`src/rtl/lta_argmin_stream_pkg.sv`:
```
// ---------------------------------------------------------------------------
// lta_pkg : shared definitions for the least-total-assignment argmin stream.
//   - default parameter values for the top level and its interface
//   - beat-tracking FSM state encoding
//   - clog2_min1() : cluster index width that never collapses to zero bits
// ---------------------------------------------------------------------------
package lta_pkg;

  localparam int DIST_W_DEF       = 32;
  localparam int NUM_CLUSTERS_DEF = 8;
  localparam int PCNT_W_DEF       = 16;

  // IDLE: no beat of the current point accepted yet; ACCUM: point in progress.
  typedef enum logic [0:0] {
    LTA_IDLE  = 1'b0,
    LTA_ACCUM = 1'b1
  } lta_state_e;

  // A single cluster still needs a one-bit index port.
  function automatic int clog2_min1(input int n);
    if (n <= 1) begin
      return 1;
    end else begin
      return $clog2(n);
    end
  endfunction

endpackage

```
`src/rtl/lta_argmin_stream_if.sv`:
```
// ---------------------------------------------------------------------------
// lta_argmin_stream_if : stream bundle for the argmin unit.
//   flush                     : drop the partial point in progress
//   dist_valid/ready/data     : distance beats, one per cluster, in index order
//   result_valid/ready        : result handshake towards centroid accumulate
//   cluster_addr/min_dist/tie : winning index, its distance, equal-minimum flag
//   point_cnt                 : number of results delivered (wrapping)
// Modports: slave = the argmin unit, master = the upstream/downstream side.
// ---------------------------------------------------------------------------
interface lta_argmin_stream_if
  import lta_pkg::*;
#(
  parameter int DIST_W = DIST_W_DEF,
  parameter int IDX_W  = clog2_min1(NUM_CLUSTERS_DEF),
  parameter int PCNT_W = PCNT_W_DEF
);

  logic              flush;
  logic              dist_valid;
  logic              dist_ready;
  logic [DIST_W-1:0] dist_data;
  logic              result_valid;
  logic              result_ready;
  logic [IDX_W-1:0]  cluster_addr;
  logic [DIST_W-1:0] min_dist;
  logic              tie;
  logic [PCNT_W-1:0] point_cnt;

  modport slave (
    input  flush, dist_valid, dist_data, result_ready,
    output dist_ready, result_valid, cluster_addr, min_dist, tie, point_cnt
  );

  modport master (
    output flush, dist_valid, dist_data, result_ready,
    input  dist_ready, result_valid, cluster_addr, min_dist, tie, point_cnt
  );

endinterface

```
`src/rtl/lta_argmin_stream_min_cmp.sv`:
```
// ---------------------------------------------------------------------------
// lta_min_cmp : one step of the running argmin (combinational).
//   best/best_idx/tie_acc : running state before this beat
//   candidate/cand_idx    : incoming distance and its cluster index
//   first                 : candidate is beat 0 and seeds the state
//   next_best/next_idx/next_tie : running state including this beat
// A strictly smaller candidate wins; an equal one keeps the lower (earlier)
// index and only raises the tie flag.
// ---------------------------------------------------------------------------
module lta_min_cmp #(
  parameter int DIST_W = 32,
  parameter int IDX_W  = 3
) (
  input  logic [DIST_W-1:0] best,
  input  logic [IDX_W-1:0]  best_idx,
  input  logic              tie_acc,
  input  logic [DIST_W-1:0] candidate,
  input  logic [IDX_W-1:0]  cand_idx,
  input  logic              first,
  output logic [DIST_W-1:0] next_best,
  output logic [IDX_W-1:0]  next_idx,
  output logic              next_tie
);

  // Strict-less replaces, equal keeps the lower index and flags the tie.
  always_comb begin
    next_best = best;
    next_idx  = best_idx;
    next_tie  = tie_acc;
    if (first) begin
      next_best = candidate;
      next_idx  = '0;
      next_tie  = 1'b0;
    end else if (candidate < best) begin
      next_best = candidate;
      next_idx  = cand_idx;
      next_tie  = 1'b0;
    end else if (candidate == best) begin
      next_best = best;
      next_idx  = best_idx;
      next_tie  = 1'b1;
    end else begin
      next_best = best;
      next_idx  = best_idx;
      next_tie  = tie_acc;
    end
  end

endmodule

```
`src/rtl/lta_argmin_stream.sv`:
```
// ---------------------------------------------------------------------------
// lta_argmin_stream : streaming argmin over NUM_CLUSTERS distances per point.
//   clk, rst  : rising-edge clock, synchronous active-high reset
//   bus       : lta_argmin_stream_if.slave (distance stream in, result out,
//               flush, delivered-point counter)
// Beats arrive in cluster order; beat k carries the distance to cluster k.
// The result registers load on the last beat and hold until consumed; a new
// last beat may load in the same cycle the old result is taken, so points
// stream with no bubbles.
// ---------------------------------------------------------------------------
module lta_argmin_stream
  import lta_pkg::*;
#(
  parameter int DIST_W       = DIST_W_DEF,
  parameter int NUM_CLUSTERS = NUM_CLUSTERS_DEF,
  parameter int IDX_W        = clog2_min1(NUM_CLUSTERS),
  parameter int PCNT_W       = PCNT_W_DEF
) (
  input  logic clk,
  input  logic rst,
  lta_argmin_stream_if.slave bus
);

  localparam logic [IDX_W-1:0] LAST_IDX = IDX_W'(NUM_CLUSTERS - 1);

  lta_state_e        state_q, state_d;
  logic [IDX_W-1:0]  cnt_q, cnt_d;
  logic [DIST_W-1:0] best_q, best_d;
  logic [IDX_W-1:0]  best_idx_q, best_idx_d;
  logic              tie_acc_q, tie_acc_d;
  logic              res_valid_q, res_valid_d;
  logic [IDX_W-1:0]  addr_q, addr_d;
  logic [DIST_W-1:0] min_q, min_d;
  logic              tie_q, tie_d;
  logic [PCNT_W-1:0] pcnt_q, pcnt_d;

  logic              first_s;
  logic              last_s;
  logic              dist_ready_s;
  logic              accept_s;
  logic              res_pop_s;
  logic [DIST_W-1:0] cmp_best_s;
  logic [IDX_W-1:0]  cmp_idx_s;
  logic              cmp_tie_s;

  assign last_s = (cnt_q == LAST_IDX);

  // Only the last beat needs a free result slot; earlier beats just update
  // the running state, so they are gated by flush alone. This lets point N+1
  // fill up while the result of point N waits downstream.
  assign dist_ready_s = ~bus.flush & (~last_s | ~res_valid_q | bus.result_ready);
  assign accept_s     = bus.dist_valid & dist_ready_s;
  assign res_pop_s    = res_valid_q & bus.result_ready;

  lta_min_cmp #(
    .DIST_W (DIST_W),
    .IDX_W  (IDX_W)
  ) u_min_cmp (
    .best      (best_q),
    .best_idx  (best_idx_q),
    .tie_acc   (tie_acc_q),
    .candidate (bus.dist_data),
    .cand_idx  (cnt_q),
    .first     (first_s),
    .next_best (cmp_best_s),
    .next_idx  (cmp_idx_s),
    .next_tie  (cmp_tie_s)
  );

  // FSM next state: leave IDLE on a non-final beat, return on last beat or flush.
  always_comb begin
    state_d = state_q;
    case (state_q)
      LTA_IDLE: begin
        if (accept_s && !last_s) begin
          state_d = LTA_ACCUM;
        end else begin
          state_d = LTA_IDLE;
        end
      end
      LTA_ACCUM: begin
        if (bus.flush || (accept_s && last_s)) begin
          state_d = LTA_IDLE;
        end else begin
          state_d = LTA_ACCUM;
        end
      end
      default: state_d = LTA_IDLE;
    endcase
  end

  // FSM outputs: in IDLE the incoming beat seeds the running minimum.
  always_comb begin
    first_s = 1'b1;
    case (state_q)
      LTA_IDLE:  first_s = 1'b1;
      LTA_ACCUM: first_s = 1'b0;
      default:   first_s = 1'b1;
    endcase
  end

  // Beat counter and running best; cleared by flush and after the last beat.
  always_comb begin
    cnt_d      = cnt_q;
    best_d     = best_q;
    best_idx_d = best_idx_q;
    tie_acc_d  = tie_acc_q;
    if (bus.flush) begin
      cnt_d      = '0;
      best_d     = '0;
      best_idx_d = '0;
      tie_acc_d  = 1'b0;
    end else if (accept_s) begin
      if (last_s) begin
        cnt_d      = '0;
        best_d     = '0;
        best_idx_d = '0;
        tie_acc_d  = 1'b0;
      end else begin
        cnt_d      = cnt_q + IDX_W'(1);
        best_d     = cmp_best_s;
        best_idx_d = cmp_idx_s;
        tie_acc_d  = cmp_tie_s;
      end
    end else begin
      cnt_d      = cnt_q;
      best_d     = best_q;
      best_idx_d = best_idx_q;
      tie_acc_d  = tie_acc_q;
    end
  end

  // Result registers: load on last beat (wins over a same-cycle pop), clear on pop.
  always_comb begin
    res_valid_d = res_valid_q;
    addr_d      = addr_q;
    min_d       = min_q;
    tie_d       = tie_q;
    if (accept_s && last_s) begin
      res_valid_d = 1'b1;
      addr_d      = cmp_idx_s;
      min_d       = cmp_best_s;
      tie_d       = cmp_tie_s;
    end else if (res_pop_s) begin
      res_valid_d = 1'b0;
    end else begin
      res_valid_d = res_valid_q;
    end
  end

  // Delivered-point counter, wraps silently.
  always_comb begin
    pcnt_d = pcnt_q;
    if (res_pop_s) begin
      pcnt_d = pcnt_q + PCNT_W'(1);
    end else begin
      pcnt_d = pcnt_q;
    end
  end

  // State and output registers with synchronous reset.
  always_ff @(posedge clk) begin
    if (rst) begin
      state_q     <= LTA_IDLE;
      cnt_q       <= '0;
      best_q      <= '0;
      best_idx_q  <= '0;
      tie_acc_q   <= 1'b0;
      res_valid_q <= 1'b0;
      addr_q      <= '0;
      min_q       <= '0;
      tie_q       <= 1'b0;
      pcnt_q      <= '0;
    end else begin
      state_q     <= state_d;
      cnt_q       <= cnt_d;
      best_q      <= best_d;
      best_idx_q  <= best_idx_d;
      tie_acc_q   <= tie_acc_d;
      res_valid_q <= res_valid_d;
      addr_q      <= addr_d;
      min_q       <= min_d;
      tie_q       <= tie_d;
      pcnt_q      <= pcnt_d;
    end
  end

  assign bus.dist_ready   = dist_ready_s;
  assign bus.result_valid = res_valid_q;
  assign bus.cluster_addr = addr_q;
  assign bus.min_dist     = min_q;
  assign bus.tie          = tie_q;
  assign bus.point_cnt    = pcnt_q;

endmodule

```
`src/flat_wrapper.sv`:
```
// flat-port wrapper written by rule: the top's interface ports become plain ports
module lta_argmin_stream_flat import lta_pkg::*;
#(
  parameter int DIST_W       = DIST_W_DEF,
  parameter int NUM_CLUSTERS = NUM_CLUSTERS_DEF,
  parameter int IDX_W        = clog2_min1(NUM_CLUSTERS),
  parameter int PCNT_W       = PCNT_W_DEF
)
  (clk, rst, bus_flush, bus_dist_valid, bus_dist_data, bus_result_ready, bus_dist_ready, bus_result_valid, bus_cluster_addr, bus_min_dist, bus_tie, bus_point_cnt);
  lta_argmin_stream_if #(.DIST_W(DIST_W), .IDX_W(IDX_W), .PCNT_W(PCNT_W)) bus_i ();
  input  logic clk;
  input  logic rst;
  input wire logic [$bits(bus_i.flush)-1:0] bus_flush;
  input wire logic [$bits(bus_i.dist_valid)-1:0] bus_dist_valid;
  input wire logic [$bits(bus_i.dist_data)-1:0] bus_dist_data;
  input wire logic [$bits(bus_i.result_ready)-1:0] bus_result_ready;
  output wire logic [$bits(bus_i.dist_ready)-1:0] bus_dist_ready;
  output wire logic [$bits(bus_i.result_valid)-1:0] bus_result_valid;
  output wire logic [$bits(bus_i.cluster_addr)-1:0] bus_cluster_addr;
  output wire logic [$bits(bus_i.min_dist)-1:0] bus_min_dist;
  output wire logic [$bits(bus_i.tie)-1:0] bus_tie;
  output wire logic [$bits(bus_i.point_cnt)-1:0] bus_point_cnt;
  assign bus_i.flush = bus_flush;
  assign bus_i.dist_valid = bus_dist_valid;
  assign bus_i.dist_data = bus_dist_data;
  assign bus_i.result_ready = bus_result_ready;
  assign bus_dist_ready = bus_i.dist_ready;
  assign bus_result_valid = bus_i.result_valid;
  assign bus_cluster_addr = bus_i.cluster_addr;
  assign bus_min_dist = bus_i.min_dist;
  assign bus_tie = bus_i.tie;
  assign bus_point_cnt = bus_i.point_cnt;
  lta_argmin_stream #(.DIST_W(DIST_W), .NUM_CLUSTERS(NUM_CLUSTERS), .IDX_W(IDX_W), .PCNT_W(PCNT_W)) u_core (.clk(clk), .rst(rst), .bus(bus_i));
endmodule
```
`config.mk`:
```
export PLATFORM = sky130hd
export DESIGN_NAME = lta_argmin_stream_flat
export DESIGN_NICKNAME = d
export VERILOG_FILES = /design/src/rtl/lta_argmin_stream_pkg.sv /design/src/rtl/lta_argmin_stream_if.sv /design/src/rtl/lta_argmin_stream_min_cmp.sv /design/src/rtl/lta_argmin_stream.sv /design/src/flat_wrapper.sv
export SDC_FILE = /design/constraint.sdc
export NUM_CORES = 1
export LEC_CHECK = 0
export CORE_MARGIN = 3
export CORE_UTILIZATION = 39
export CTS_BUF_LIST = sky130_fd_sc_hd__clkbuf_16
export CTS_CLUSTER_SIZE = 12
export DETAILED_ROUTE_END_ITERATION = 8
export HOLD_SLACK_MARGIN = 0.02
export PLACE_DENSITY = 0.73
export RECOVER_POWER = 50
export SLEW_MARGIN = 10
export SYNTH_ARGS = -nofsm -noshare
export SYNTH_HDL_FRONTEND = slang
export SYNTH_HIERARCHICAL = 1
export SYNTH_SLANG_ARGS = --single-unit
```
`constraint.sdc`:
```
create_clock -name clk -period 3.36 [get_ports clk]
set_clock_uncertainty 0.05 [all_clocks]
set_input_delay 0.504 -clock clk [delete_from_list [all_inputs] [get_ports clk]]
set_output_delay 0.504 -clock clk [all_outputs]
set_load 0.01 [all_outputs]
```
==> flow_summary.html <==
<table>
<tr><th>Metric</th><th>Value</th></tr>
<tr><th colspan="2">Status</th></tr>
<tr><td>Result of the run</td><td>complete, no violations</td></tr>
<tr><th colspan="2">Clocking</th></tr>
<tr><td>Total CTS buffers</td><td>9</td></tr>
<tr><td>Clock Sink Count</td><td>93</td></tr>
<tr><td>Depth of the CTS H-tree</td><td>3</td></tr>
<tr><td>TritonCTS clock tree</td><td>done</td></tr>
<tr><td>Root Buffer</td><td>sky130_fd_sc_hd__clkbuf_16</td></tr>
<tr><td>Clock transition at the registers of the reported paths</td><td>0.07 ns</td></tr>
<tr><td>Max Root-Sink Buffers</td><td>2</td></tr>
<tr><td>Hold-fix buffer count after cts</td><td>0</td></tr>
<tr><td>Clock Latency Late Sink</td><td>0.35 ns</td></tr>
<tr><th colspan="2">Route</th></tr>
<tr><td>Antenna Violating Nets Remaining</td><td>0</td></tr>
<tr><td>Number of remaining DRC errors</td><td>0</td></tr>
<tr><td>Overall via count from detail_route</td><td>4367</td></tr>
<tr><td>Average via count per standard cell</td><td>5.339</td></tr>
<tr><td>Total Wirelength</td><td>13460 µm</td></tr>
<tr><td>Initial detailed-routing violation count</td><td>336</td></tr>
<tr><td>Post-detailed-route wirelength per cell</td><td>16.45 µm</td></tr>
<tr><td>Pre-antenna DRT Iters</td><td>4</td></tr>
<tr><th colspan="2">Worst setup path</th></tr>
<tr><td>Critical Path Max Stage Delay</td><td>0.43 ns</td></tr>
<tr><td>Type of the worst setup path</td><td>reg2reg</td></tr>
<tr><td>Worst Path Required</td><td>3.51 ns</td></tr>
<tr><td>Worst setup SP type</td><td>register</td></tr>
<tr><td>Reg2reg setup slack</td><td>0.05 ns</td></tr>
<tr><td>R2r endpoint</td><td>u_core/best_q[19]</td></tr>
<tr><td>Endpoint type of the worst setup path</td><td>register</td></tr>
<tr><td>CP arrival</td><td>3.46 ns</td></tr>
<tr><td>Capturing element of the worst setup path</td><td>u_core/best_q[19]</td></tr>
<tr><td>Cells on worst reg2reg path</td><td>13</td></tr>
<tr><td>List of cells traversed by the critical path</td><td>inv_2, ha_4, and3_4, a221o_1, a221o_1, a2111o_1, o21bai_4, buf_6, buf_16, mux2_4, nor4b_2, a21oi_1, nor2_1</td></tr>
<tr><td>Worst R2R Start</td><td>u_core/best_q[19]</td></tr>
<tr><td>Top cell by count, worst path</td><td>sky130_fd_sc_hd__a221o_1</td></tr>
<tr><td>Start point of the critical path</td><td>u_core/best_q[19]</td></tr>
<tr><td>Slowest stage cell, crit path</td><td>sky130_fd_sc_hd__a2111o_1</td></tr>
<tr><td>Number of buffers and inverters on the critical path</td><td>3</td></tr>
<tr><td>Dominant delay contributor by cell family on the critical path</td><td>compound AO/OA/AOI/OAI gates</td></tr>
<tr><td>Max Fanout on Critical Path</td><td>8</td></tr>
<tr><td>Stages on the worst setup path</td><td>13</td></tr>
<tr><th colspan="2">Flow run</th></tr>
<tr><td>Maximum capacitance violations</td><td>0</td></tr>
<tr><th colspan="2">GRT</th></tr>
<tr><td>Number of global-route vias before repair</td><td>4378</td></tr>
<tr><td>Congestion Overflow GR</td><td>0</td></tr>
<tr><td>Overall fraction of global-route tracks in use</td><td>18.42%</td></tr>
<tr><td>Wire length of the first global-routing pass</td><td>21220 µm</td></tr>
<tr><td>Largest net degree at the start of global routing</td><td>55</td></tr>
<tr><td>Number of antenna violations at the first check in global routing</td><td>0</td></tr>
<tr><th colspan="2">STA</th></tr>
<tr><td>Setup TNS after final layout</td><td>0 ns</td></tr>
<tr><td>Shortest clock period the worst path allows after layout</td><td>3.314 ns</td></tr>
<tr><td>Headroom to the max-slew limit</td><td>6.393%</td></tr>
<tr><td>Final setup slack of the worst path</td><td>0.04565 ns</td></tr>
<tr><td>Maximum operating frequency</td><td>0.3017 GHz</td></tr>
<tr><td>Setup repair after global routing missed its margin</td><td>yes</td></tr>
<tr><td>Slew at the pin with the worst max-slew slack</td><td>1.404 ns</td></tr>
<tr><td>Final period util</td><td>98.64%</td></tr>
<tr><td>Number of failing hold endpoints at the final stage</td><td>0</td></tr>
<tr><td>Number of endpoints failing setup at the final stage</td><td>0</td></tr>
<tr><td>Final slew viol count</td><td>0</td></tr>
<tr><th colspan="2">Placed design</th></tr>
<tr><td>Placed Instance Area</td><td>0.006066 mm²</td></tr>
<tr><td># port buffers</td><td>90</td></tr>
<tr><td>DPL Wire Length</td><td>8596 µm</td></tr>
<tr><td>Worst Setup Slack post-DPL</td><td>-0.4986 ns</td></tr>
<tr><td>Gpl congestion</td><td>0.8468</td></tr>
<tr><th colspan="2">Yosys</th></tr>
<tr><td>Synth Register Bits</td><td>93</td></tr>
<tr><td>Gate count of the mapped netlist</td><td>546</td></tr>
<tr><td>Syn Nets</td><td>618</td></tr>
<tr><td>Count of different cell masters after synthesis</td><td>45</td></tr>
<tr><td>EDFF count, synth</td><td>0</td></tr>
<tr><td>Avg Synthesized Cell Area</td><td>9.047 µm²</td></tr>
<tr><td>Yosys warns</td><td>6</td></tr>
<tr><td>Primary FF master, synth</td><td>sky130_fd_sc_hd__dfxtp_1</td></tr>
<tr><td>Netlist Area Pre-Place</td><td>0.004940 mm²</td></tr>
<tr><td>Proportion of synthesized chip area in sequential cells</td><td>37.69%</td></tr>
<tr><td>Async set-reset flop share out of synthesis</td><td>0%</td></tr>
<tr><th colspan="2">Floorplan</th></tr>
<tr><td>Starting utilization of the core area</td><td>40.45%</td></tr>
<tr><td>Chip height</td><td>118.5 µm</td></tr>
<tr><td>Std cell rows</td><td>40</td></tr>
<tr><td>Total Die Area</td><td>0.01405 mm²</td></tr>
<tr><td>Std-Cell Core Area</td><td>0.01221 mm²</td></tr>
<tr><td>Horizontal die dimension</td><td>118.5 µm</td></tr>
<tr><td>I/O pins</td><td>91</td></tr>
<tr><th colspan="2">Final layout</th></tr>
<tr><td>Area taken by multi-input logic gates</td><td>0.002967 mm²</td></tr>
<tr><td>Final core utilization</td><td>54.77%</td></tr>
<tr><td>Summed area of non-filler cells in the final layout</td><td>0.006689 mm²</td></tr>
<tr><td>Ratio of cells with drive above 1 in the final layout</td><td>16.00%</td></tr>
<tr><td>P&amp;R area growth vs syn</td><td>35.41%</td></tr>
<tr><td># fillers</td><td>1089</td></tr>
<tr><td>FF+latch area</td><td>0.001866 mm²</td></tr>
<tr><td>Number of antenna cells inserted</td><td>0</td></tr>
<tr><td>Net total in the final layout</td><td>717</td></tr>
<tr><th colspan="2">Power and ir drop</th></tr>
<tr><td>Cell Pwr Density</td><td>370.8 mW/mm²</td></tr>
<tr><td>Leak pwr</td><td>0.002926 µW</td></tr>
<tr><td>Maximum vdd drop</td><td>0.0002276 V</td></tr>
<tr><th colspan="2">Worst hold path</th></tr>
<tr><td>Worst hold-check path type</td><td>reg2reg</td></tr>
</table>
[layout make-up]
| class | count | area share [%] |
|---|---|---|
| clock buffers | 9 | 3.367 |
| inverters | 37 | 2.076 |
| well taps | 168 | 3.143 |
| multi-input cells | 383 | 44.35 |
| clock inverters | 7 | 1.104 |
| repair buffers | 121 | 18.07 |
| flip-flops and latches | 93 | 27.89 |
[where the power goes]
group | total [µW] | switching [µW] | leakage, µW | internal (µW)
registers | 1120 | 7.42 | 0.000752 | 1110
logic | 328 | 155 | 0.00204 | 173
clock network | 1030 | 456 | 0.000134 | 578
[flip-flops by register name, summed over array words and instances (netlist names)]
signal and cells:
u_core/best_idx_q 3, u_core/tie_acc_q 1, u_core/bus.point_cnt 16, u_core/bus.tie 1, u_core/bus.result_valid 1, u_core/best_q 32, u_core/bus.cluster_addr 3, u_core/state_q 1
u_core/bus.min_dist 32, u_core/cnt_q 3
[worst min-delay path, delay by kind of cell, from the launching register on]
kind / cells / cell delay (ns)
AND/OR/NAND/NOR: 1 / 0.07
AO/OA/AOI/OAI: 1 / 0.06
flip-flops: 1 / 0.32
[cells in the final DEF (no fill, tap or decap), types with 6 or more instances in the layout]
cell,n
sky130_fd_sc_hd__a21oi_1,55
sky130_fd_sc_hd__buf_4,23
sky130_fd_sc_hd__clkbuf_16,9
sky130_fd_sc_hd__clkdlybuf4s50_1,32
sky130_fd_sc_hd__dfxtp_1,90
sky130_fd_sc_hd__dlygate4sd3_1,54
sky130_fd_sc_hd__ha_1,31
sky130_fd_sc_hd__inv_1,34
sky130_fd_sc_hd__mux2_2,8
sky130_fd_sc_hd__mux2_4,25
sky130_fd_sc_hd__mux2i_1,41
sky130_fd_sc_hd__nand2_1,11
sky130_fd_sc_hd__nand2b_1,8
sky130_fd_sc_hd__nand3_1,11
sky130_fd_sc_hd__nand4_1,11
sky130_fd_sc_hd__nor2_1,89
sky130_fd_sc_hd__nor4b_1,32
sky130_fd_sc_hd__xnor2_1,6
[worst min path at each step]
stage,startpoint,end,slack [ns],depth (start not counted)
CTS,u_core/tie_acc_q,u_core/tie_acc_q,0.44,2
global route,u_core/bus.min_dist[13],u_core/bus.min_dist[13],0.47,2
floorplan,u_core/tie_acc_q,u_core/tie_acc_q,0.40,2
detailed placement,u_core/tie_acc_q,u_core/tie_acc_q,0.42,2
finish,u_core/tie_acc_q,u_core/tie_acc_q,0.43,2
global placement,u_core/tie_acc_q,u_core/tie_acc_q,0.41,2
[routing by layer]
metal  vias up  GRT usage (%)  routed length (µm)
met5         -              0                   0
met4         0          6.951                 254
met3        22          3.110                 488
met2       111          32.11                6739
met1      2111          22.65                5977
li1       2123              -                   -
[cell usage after synthesis (all sizes together), types with 3 or more instances]
master  instances  area share [%]
nand2b          8             1.0
nor2           89             6.8
o21ai           4            0.41
xor2            4            0.71
ha             35             8.9
a21oi          55             5.6
inv            37             2.8
nand4          12             1.8
nand2          11            0.84
mux2           33             7.5
xnor2           6             1.1
clkbuf         22             1.7
buf            11             1.5
mux2i          41             8.3
or3             5            0.68
nor3            4            0.41
dfxtp          93              38
or4             3            0.46
nor4b          36             6.4
nand3          11             1.1
[what timing repair did]
action                                 CTS  global route
pin swaps                                8             8
setup endpoints to repair               34            37
endpoints found under the hold margin    0             0
resized for setup                       20            32
cloned                                   3             0
setup buffers                            3             6
[cells by family after synthesis]
family                     synth area share, %
AOI/OAI and AO/OA                        9.119
xor gates and xnor gates                 1.773
adders and majority gates                8.865
buffers and inverters                    5.952
DFF                                      37.69
muxes                                    15.83
and+or+nand+nor                          20.77
[through the flow]
| stage | cells | hold WS, ns | total power (µW) |
|---|---|---|---|
| 4_1_cts | 813 | 0.4376 | 2481 |
| 3_5_place_dp | 791 | 0.4218 | 1415 |
| 2_1_floorplan | 546 | 0.3977 | 1308 |
| 6_report | 818 | 0.4347 | 2481 |
| 5_1_grt | 818 | 0.4692 | 2581 |
| 3_3_place_gp | 791 | 0.4090 | 1404 |
Note: power is estimated with default switching activity, not from simulation.
